`src/rtl/clock_pkg.sv`:
```
// Shared definitions for the digital-clock counters: mode encoding,
// active-low 7-segment digit patterns and the binary-to-BCD digit split.
package clock_pkg;

  localparam logic MODE_RUN = 1'b0;
  localparam logic MODE_SET = 1'b1;

  // Active-low segment patterns, bit order {g,f,e,d,c,b,a}.
  localparam logic [6:0] SEG_0   = 7'b1000000;
  localparam logic [6:0] SEG_1   = 7'b1111001;
  localparam logic [6:0] SEG_2   = 7'b0100100;
  localparam logic [6:0] SEG_3   = 7'b0110000;
  localparam logic [6:0] SEG_4   = 7'b0011001;
  localparam logic [6:0] SEG_5   = 7'b0010010;
  localparam logic [6:0] SEG_6   = 7'b0000010;
  localparam logic [6:0] SEG_7   = 7'b1111000;
  localparam logic [6:0] SEG_8   = 7'b0000000;
  localparam logic [6:0] SEG_9   = 7'b0010000;
  localparam logic [6:0] SEG_OFF = 7'b1111111;

  typedef struct packed {
    logic [3:0] tens;
    logic [3:0] units;
  } bcd_t;

  // Splits a 0..63 value into its decimal tens and units digits.
  function automatic bcd_t bcd_split(input logic [5:0] value);
    bcd_t r;
    r.tens  = 4'(value / 6'd10);
    r.units = 4'(value % 6'd10);
    return r;
  endfunction

endpackage

```
`src/rtl/btn_edge.sv`:
```
// Push-button front end: two-flop synchronizer plus falling-edge detector
// for an active-low asynchronous button, producing a one-cycle press strobe.
module btn_edge (
  input  logic clk,
  input  logic rst,
  input  logic btn_n,
  output logic press
);

  logic       sync1;
  logic       sync2;
  logic       prev;
  logic [1:0] vld;
  logic       armed;

  // vld marks when sync2 holds a real post-reset sample; armed requires one
  // released sample so a button held through reset does not count as a press.
  always_ff @(posedge clk) begin
    // NOTE: sequential state uses non-blocking assignments so every flop
    // samples the pre-edge values, matching real hardware.
    if (rst) begin
      sync1 <= 1'b1;
      sync2 <= 1'b1;
      prev  <= 1'b1;
      vld   <= 2'b00;
      armed <= 1'b0;
    end else begin
      sync1 <= btn_n;
      sync2 <= sync1;
      prev  <= sync2;
      vld   <= {vld[0], 1'b1};
      if (vld[1] && sync2) begin
        armed <= 1'b1;
      end
    end
  end

  assign press = armed & ~sync2 & prev;

endmodule

```
`src/rtl/seg7_decoder.sv`:
```
// Single-digit decoder: 4-bit digit to active-low 7-segment pattern.
// Shared by the second, minute and hour counters.
module seg7_decoder
  import clock_pkg::*;
(
  input  logic [3:0] digit,
  output logic [6:0] seg
);

  always_comb begin
    // NOTE: every path assigns seg (default arm included), so no latch is inferred.
    case (digit)
      4'd0:    seg = SEG_0;
      4'd1:    seg = SEG_1;
      4'd2:    seg = SEG_2;
      4'd3:    seg = SEG_3;
      4'd4:    seg = SEG_4;
      4'd5:    seg = SEG_5;
      4'd6:    seg = SEG_6;
      4'd7:    seg = SEG_7;
      4'd8:    seg = SEG_8;
      4'd9:    seg = SEG_9;
      default: seg = SEG_OFF;
    endcase
  end

endmodule

```
`src/rtl/second_counter.sv`:
```
// Seconds digit-pair counter: counts 00..59 on a prescaled tick in run mode,
// steps from push-buttons in set mode, and emits a carry on run-mode rollover.
module second_counter
  import clock_pkg::*;
#(
  parameter int CLK_DIV = 50_000_000,
  parameter int MODULUS = 60
) (
  input  logic        clk,
  input  logic        rst,
  input  logic        mode,
  input  logic        add,
  input  logic        deduct,
  output logic [13:0] seg,
  output logic        trigger
);

  localparam int             PRE_W      = $clog2(CLK_DIV);
  localparam logic [PRE_W-1:0] PRE_LAST = PRE_W'(CLK_DIV - 1);
  localparam logic [5:0]     COUNT_LAST = 6'(MODULUS - 1);

  logic [PRE_W-1:0] prescaler;
  logic [5:0]       count;
  logic [5:0]       count_up;
  logic [5:0]       count_down;
  logic             tick;
  logic             add_press;
  logic             deduct_press;
  bcd_t             digits;
  logic [6:0]       tens_seg;
  logic [6:0]       units_seg;

  btn_edge u_add_edge (
    .clk   (clk),
    .rst   (rst),
    .btn_n (add),
    .press (add_press)
  );

  btn_edge u_deduct_edge (
    .clk   (clk),
    .rst   (rst),
    .btn_n (deduct),
    .press (deduct_press)
  );

  assign tick       = (mode == MODE_RUN) && (prescaler == PRE_LAST);
  assign count_up   = (count == COUNT_LAST) ? 6'd0 : count + 6'd1;
  assign count_down = (count == 6'd0) ? COUNT_LAST : count - 6'd1;

  // Set mode parks the prescaler at 0, so returning to run always
  // yields a full CLK_DIV-cycle interval before the next tick.
  always_ff @(posedge clk) begin
    if (rst) begin
      prescaler <= '0;
      count     <= 6'd0;
      trigger   <= 1'b0;
    end else begin
      trigger <= 1'b0;
      if (mode == MODE_SET) begin
        prescaler <= '0;
        case ({add_press, deduct_press})
          2'b10:   count <= count_up;
          2'b01:   count <= count_down;
          default: count <= count;
        endcase
      end else if (tick) begin
        prescaler <= '0;
        count     <= count_up;
        trigger   <= (count == COUNT_LAST);
      end else begin
        prescaler <= prescaler + 1'b1;
      end
    end
  end

  assign digits = bcd_split(count);

  seg7_decoder u_tens (
    .digit (digits.tens),
    .seg   (tens_seg)
  );

  seg7_decoder u_units (
    .digit (digits.units),
    .seg   (units_seg)
  );

  assign seg = {tens_seg, units_seg};

endmodule

```
`config.mk`:
```
export PLATFORM = sky130hd
export DESIGN_NAME = second_counter
export DESIGN_NICKNAME = d
export VERILOG_FILES = /design/src/rtl/clock_pkg.sv /design/src/rtl/btn_edge.sv /design/src/rtl/seg7_decoder.sv /design/src/rtl/second_counter.sv
export SDC_FILE = /design/constraint.sdc
export NUM_CORES = 1
export LEC_CHECK = 0
export CAP_MARGIN = 20
export CORE_UTILIZATION = 55
export CTS_CLUSTER_DIAMETER = 50
export CTS_CLUSTER_SIZE = 40
export DETAILED_ROUTE_END_ITERATION = 6
export PLACE_DENSITY = 0.76
export SLEW_MARGIN = 5
export SYNTH_ARGS = -nofsm -noshare
export SYNTH_HDL_FRONTEND = slang
export SYNTH_SLANG_ARGS = --single-unit
```
`constraint.sdc`:
```
create_clock -name clk -period 5.4 [get_ports clk]
set_clock_uncertainty 0.2 [all_clocks]
set_input_delay 1.62 -clock clk [delete_from_list [all_inputs] [get_ports clk]]
set_output_delay 1.62 -clock clk [all_outputs]
set_load 0.02 [all_outputs]
```
### Word-level counts from Yosys, hierarchy flattened

Memory sizes are Yosys's and may differ from the RTL's.
Index checks and enable logic that the tools add are counted.

| storage, ports and cells | value |
|---|---|
| output and inout port bits | 15 |
| logic and storage cells | 50 |
| bits of input ports | 5 |
| memories | 2 |
| ROM bits | 224 |
| register bits after elaboration | 45 |

| operators by class | value |
|---|---|
| muxes and demuxes | 7 |
| divide/modulo/power cells | 2 |
| reduce and logical (&&, ||, !) cells | 8 |
| $add $sub $neg | 3 |
| eq/ne operators | 5 |
| bitwise operators | 8 |

Memories:

| name | depth | bits a word | rd ports | clocked after memory_dff | write ports | RTL line | RTL |
|---|---|---|---|---|---|---|---|
| (name not given) | 16 | 7 | 1 | 0 | 0 | seg7_decoder.sv:12 | `case (digit)` |
| (name not given) | 16 | 7 | 1 | 0 | 0 | seg7_decoder.sv:12 |  |

Operators by type and width:

| kind | number |
|---|---|
| 26-bit by 1-bit adder with 26-bit output, second input constant | 1 |
| 26-bit equality test, second input constant | 1 |
| 6-bit two-way mux | 4 |
| 6-bit one-hot mux with 2 select lines | 1 |
| 6-bit by 1-bit adder with 6-bit output, second input constant | 1 |
| 6-bit by 4-bit divider with 6-bit output, second input constant | 1 |
| 6-bit equality test, second input constant | 1 |
| 6-bit zero test | 1 |
| 6-bit by 4-bit remainder unit with 6-bit output, second input constant | 1 |
| 3-bit OR reduction | 2 |
| 6-bit by 1-bit subtractor with 6-bit output, second input constant | 1 |
| 1-bit bitwise AND | 4 |
| 1-bit inverter | 4 |
| 1-bit logical AND | 3 |
| 3-bit by 1-bit inequality test with 1-bit output, second input constant | 1 |
| 2-bit by 1-bit equality test with 1-bit output, second input constant | 1 |
| 2-bit equality test, second input constant | 1 |
| 1-bit two-way mux | 2 |
| 2-bit AND reduction | 1 |
| 2-bit nonzero test | 1 |

### Longest topological paths before layout

| depth | value |
|---|---|
| word-level depth | 6 |
| gate-level depth with buffers | 12 |
| depth with buffers taken out | 12 |

### Modules after synthesis

Synthesis repeated with hierarchy kept, for this count alone.

| unflattened totals | value |
|---|---|
| cell total of the unflattened synthesis | 332 |
| area total of the unflattened synthesis | 2691.3 um2 |

Modules (own cells, without submodules):

| module | times used | sequential area each (um2) | area an instance (um2) | cells an instance |
|---|---|---|---|---|
| second_counter | 1 | 660.6 | 1938.1 | 238 |
| seg7_decoder | 2 | 0.0 | 210.2 | 33 |
| btn_edge | 2 | 120.1 | 166.4 | 14 |

### Worst setup path after synthesis

No wires, ideal clock.

| path | value |
|---|---|
| kind | register to output |
| start | reg count[0] |
| end | out seg[4] |
| path buffers | 0 |
| arrival | 2.829 ns |
| stages on the path, launching flop included | 13 |
| required time | 3.580 ns |
| slack | 0.751 ns |
| cells stage by stage | dfxtp_1 -> inv_1 -> ha_1 -> nor2b_1 -> a31oi_1 -> a32o_1 -> o21ai_2 -> inv_1 -> xnor2_1 -> ha_1 -> a22oi_1 -> o22ai_1 -> a211oi_1 |

| on the way | value |
|---|---|
| longest elaborated chain between the ends | 2 |

Ends and longest elaborated chain:

| element | RTL line | RTL |
|---|---|---|
| start: declaration | second_counter.sv:23 | `logic [5:0] count;` |
| start signal: assignment | second_counter.sv:63 | `2'b10: count <= count_up;` |
| start signal: assignment | second_counter.sv:64 | `2'b01: count <= count_down;` |
| start signal: assignment | second_counter.sv:65 | `default: count <= count;` |
| 6-bit by 4-bit remainder unit with 6-bit output | clock_pkg.sv:30 | `r.units = 4'(value % 6'd10);` |
| memory read 16 x 7 bit | n/a |  |
| end: declaration | second_counter.sv:14 | `output logic [13:0] seg,` |

No other way between the ends.

### Worst setup path after layout

| path | value |
|---|---|
| start | reg count[0] |
| end | out seg[2] |

Same word-level chain as after synthesis.

==> impl_metrics.yaml <==
outcome:
  outcome: "completed"
drt:
  route.antenna.remaining_nets: 0
  routed_wirelength_microns: 5250
  vias: 2262
  drtIter0Drc: 102
  drc_errors: 0
  routed_via_density: 5.80
  detail_route.first_pass.iterations: 4
  routed_wire_length_per_instance_microns: 13.5
grt:
  antenna_violations_before_repair: 0
  grt_overflow: 0
  met1_usage: 0.288
  grt_max_degree: 26
  grt_first_pass_wirelength_microns: 9380
  groute.layer.met2.usage: 0.384
  global_route_met3_utilization: 0.0549
  busiest_layer: "met2"
  grt_usage: 0.228
  grt_pass1_vias: 2114
layout:
  drive_above_1_share: 0.124
  most_common_library_cell_in_the_layout_ignoring_fill_and_taps: "sky130_fd_sc_hd__nor2_1"
  n_fill_cell: 390
  highest_count_cells_in_the_layout_ignoring_fill_and_taps: "sky130_fd_sc_hd__nor2_1, sky130_fd_sc_hd__dfxtp_1, sky130_fd_sc_hd__nand2_1, sky130_fd_sc_hd__xor2_1, sky130_fd_sc_hd__clkdlybuf4s50_1"
  layout.nets: 357
  antennaDiodeCount: 0
  area_growth_syn_to_layout_pct: 12.3
clock_network:
  cts_inserted_buffers: 5
  max-clock-path-buffers: 2
  clkLatencyLatePin_ps: 290
  clock_sink_count: 43
  tritoncts: "built"
  htree_num_levels: 2
  cts.reportedPaths.clkPinSlew_ps: 80
  clk_root_buffer_cell: "sky130_fd_sc_hd__clkbuf_8"
yosys:
  yosys_most_used_dff: "sky130_fd_sc_hd__dfxtp_1"
  yosysWarnings: 0
  portion_of_the_post_synthesis_area_used_by_sequential_elements: 0.324
  synth_area_sq_um: 2660
  synth_top_cells_by_area: "sky130_fd_sc_hd__dfxtp_1, sky130_fd_sc_hd__ha_1, sky130_fd_sc_hd__xor2_1"
  synth.ff_latch_count: 43
  synth-async-reset-ratio: 0
  number_of_synthesized_flops_with_an_enable_pin: 0
  syn_inst: 320
  synth.distinct_cells: 58
  synth_top_cell_by_area: "sky130_fd_sc_hd__dfxtp_1"
  synthesis.nets: 340
  syn-mean-instance-area_sq_um: 8.30
  synth.top_cell.area_share: 0.324
pwr:
  power.ir.vdd_worst_uv: 135
  leakagePower_uw: 0.00113
  cellPowerDensity_nw_per_um2: 186
sta:
  unrepaired_setup_endpoints_after_global_routing: "no"
  report.final.setup_viol: 0
  timing_limited_maximum_frequency_ghz: 0.196
  totalNegativeSetupSlack_ps: 0
  worst_slew_margin_rel: 0.467
  post-route-period-util: 0.942
  hold_viol_final: 0
  finalWorstSetupSlack_ps: 311
  worst-slew-pin-transition_ps: 797
  slew_violations: 0
  fin_crit_ps: 5090
floorplan:
  dieWidth_microns: 71.5
  core_area_sq_um: 4500
  initial_core_util: 0.589
  placement_rows: 24
  io-pin-count: 20
  floorplan.die.height_microns: 71.5
  fp.dieArea_sq_um: 5110
setup_path:
  worstPathRequired_ps: 3580
  setup.worst_path.class: "register to primary output"
  crit_path_max_fanout: 6
  endpoint_kind: "primary output"
  reg2regPathDepth: 6
  reg2reg_setup_slack_ps: 2960
  worstReg2RegEnd: "prescaler[11]"
  critical_path.startpoint_type: "register"
  worst_ep_arrival_time_ps: 3270
  critical_path.reg2reg.startpoint: "prescaler[0]"
placed_design:
  dp_slack_ps: 208
  count_of_buffers_inserted_at_the_top_level_ports: 19
  gpl.final_weighted_congestion: 0.911
  detail_placement_hpwl_microns: 3710
worst_hold_path:
  hold_path.startpoint: "u_deduct_edge.sync1"
  worst_hold_path_type: "register to register"
  hold_end: "u_deduct_edge.sync2"
  whs_path_depth: 1
flow_run:
  max_cap_violations: 0
per-stage QoR:
stage               cells  hold WS (ps)  power (uW)  area [sq um]   util
floorplan             320           189         350          2660      -
global placement      381           192         360          2870  0.638
detailed placement    381           197         360          2870  0.638
CTS                   390           216         561          2970  0.659
global route          390           228         580          2980  0.662
finish                390           214         553          2980  0.662
per-layer routing:
layer	share of wire	wire, microns
met5	0	0
met4	0.0076	40
met3	0.042	219
met2	0.49	2550
met1	0.46	2440
registers in the layout, indices dropped and copies added (netlist names):
name / flops
u_add_edge.sync2: 1
u_add_edge.prev: 1
count: 6
trigger: 1
u_deduct_edge.sync1: 1
u_add_edge.armed: 1
u_deduct_edge.prev: 1
prescaler: 26
u_deduct_edge.sync2: 1
u_deduct_edge.armed: 1
u_deduct_edge.vld: 2
u_add_edge.sync1: 1
how the worst max path moves through the flow:
| stage | start | to | slack (ps) |
|---|---|---|---|
| final | count[0] | seg[2] | 310 |
| after global routing | count[0] | seg[2] | 40 |
| after CTS | count[4] | seg[4] | 110 |
| after detailed placement | count[4] | seg[4] | 210 |
| after global placement | count[4] | seg[4] | 430 |
| after floorplan | count[0] | seg[4] | 750 |
cell usage after synthesis (2+ instances only):
master / instances
sky130_fd_sc_hd__or2_2: 8
sky130_fd_sc_hd__nor3_1: 8
sky130_fd_sc_hd__a311oi_1: 3
sky130_fd_sc_hd__mux2_2: 2
sky130_fd_sc_hd__o22ai_1: 3
sky130_fd_sc_hd__and4_1: 3
sky130_fd_sc_hd__and3_1: 6
sky130_fd_sc_hd__o21ai_1: 2
sky130_fd_sc_hd__nand3b_1: 2
sky130_fd_sc_hd__o211ai_1: 2
sky130_fd_sc_hd__o21ai_2: 2
sky130_fd_sc_hd__a31oi_1: 5
sky130_fd_sc_hd__nand3_1: 13
sky130_fd_sc_hd__o31ai_1: 2
sky130_fd_sc_hd__a211oi_1: 2
sky130_fd_sc_hd__nor2_1: 45
sky130_fd_sc_hd__nor2b_1: 5
sky130_fd_sc_hd__o21ai_0: 8
sky130_fd_sc_hd__dfxtp_1: 43
sky130_fd_sc_hd__xor2_1: 20
sky130_fd_sc_hd__clkbuf_1: 5
sky130_fd_sc_hd__a22oi_1: 4
sky130_fd_sc_hd__o221ai_1: 2
sky130_fd_sc_hd__and2_1: 2
sky130_fd_sc_hd__a21oi_2: 3
sky130_fd_sc_hd__xnor2_1: 9
sky130_fd_sc_hd__a311oi_2: 3
sky130_fd_sc_hd__ha_1: 15
sky130_fd_sc_hd__nand2_1: 20
sky130_fd_sc_hd__mux2i_1: 3
sky130_fd_sc_hd__a21oi_1: 14
sky130_fd_sc_hd__inv_1: 12
sky130_fd_sc_hd__nand2b_1: 5
sky130_fd_sc_hd__nand4_1: 8
sky130_fd_sc_hd__buf_2: 8
layout make-up:
type                            instances  area [sq um]  area share
Clock buffer                            6          72.6      0.0243
Sequential cell                        43           865       0.290
Clock inverter                          2          12.5     0.00420
Timing Repair Buffer                   26           248      0.0831
Multi-Input combinational cell        248          1670       0.560
Tap cell                               52          65.1      0.0218
Inverter                               13          48.8      0.0164
critical path, cell delays in order (launching register included):
cell	delay [ps]
sky130_fd_sc_hd__dfxtp_1	340
sky130_fd_sc_hd__inv_1	60
sky130_fd_sc_hd__ha_1	210
sky130_fd_sc_hd__nor2b_1	150
sky130_fd_sc_hd__a31oi_1	280
sky130_fd_sc_hd__a32o_1	270
sky130_fd_sc_hd__o21ai_2	110
sky130_fd_sc_hd__inv_2	140
sky130_fd_sc_hd__xnor2_1	170
sky130_fd_sc_hd__ha_2	270
sky130_fd_sc_hd__a21oi_1	70
sky130_fd_sc_hd__o21ai_0	160
sky130_fd_sc_hd__a22o_1	160
sky130_fd_sc_hd__clkdlybuf4s50_1	600
where the power goes:
group / switching (uW) / internal, uW / total [uW] / leakage, uW
Clock: 110 / 90.4 / 200 / 0.0000412
Sequential: 2.11 / 321 / 323 / 0.000350
Combinational: 17.0 / 12.4 / 29.4 / 0.000737
Total: 129 / 424 / 553 / 0.00113
logic make-up (layout without fill, tap and decap cells):
family                     Yosys count  after routing  share of synthesized area
xor gates and xnor gates            29             29                     0.0957
and+or+nand+nor                    133            133                      0.256
DFF                                 43             43                      0.324
adders and majority gates           15             15                     0.0707
AOI/OAI and AO/OA                   66             66                      0.184
muxes                                5              5                     0.0198
buffers and inverters               29             47                     0.0495
repair_timing:
action,4_1_cts,5_1_grt
resized for setup,1,7
setup endpoints to repair,7,7
cloned,0,0
setup buffers,1,0
pin swaps,1,0
hold buffers,0,0
Power figures use the tool's default switching activity.
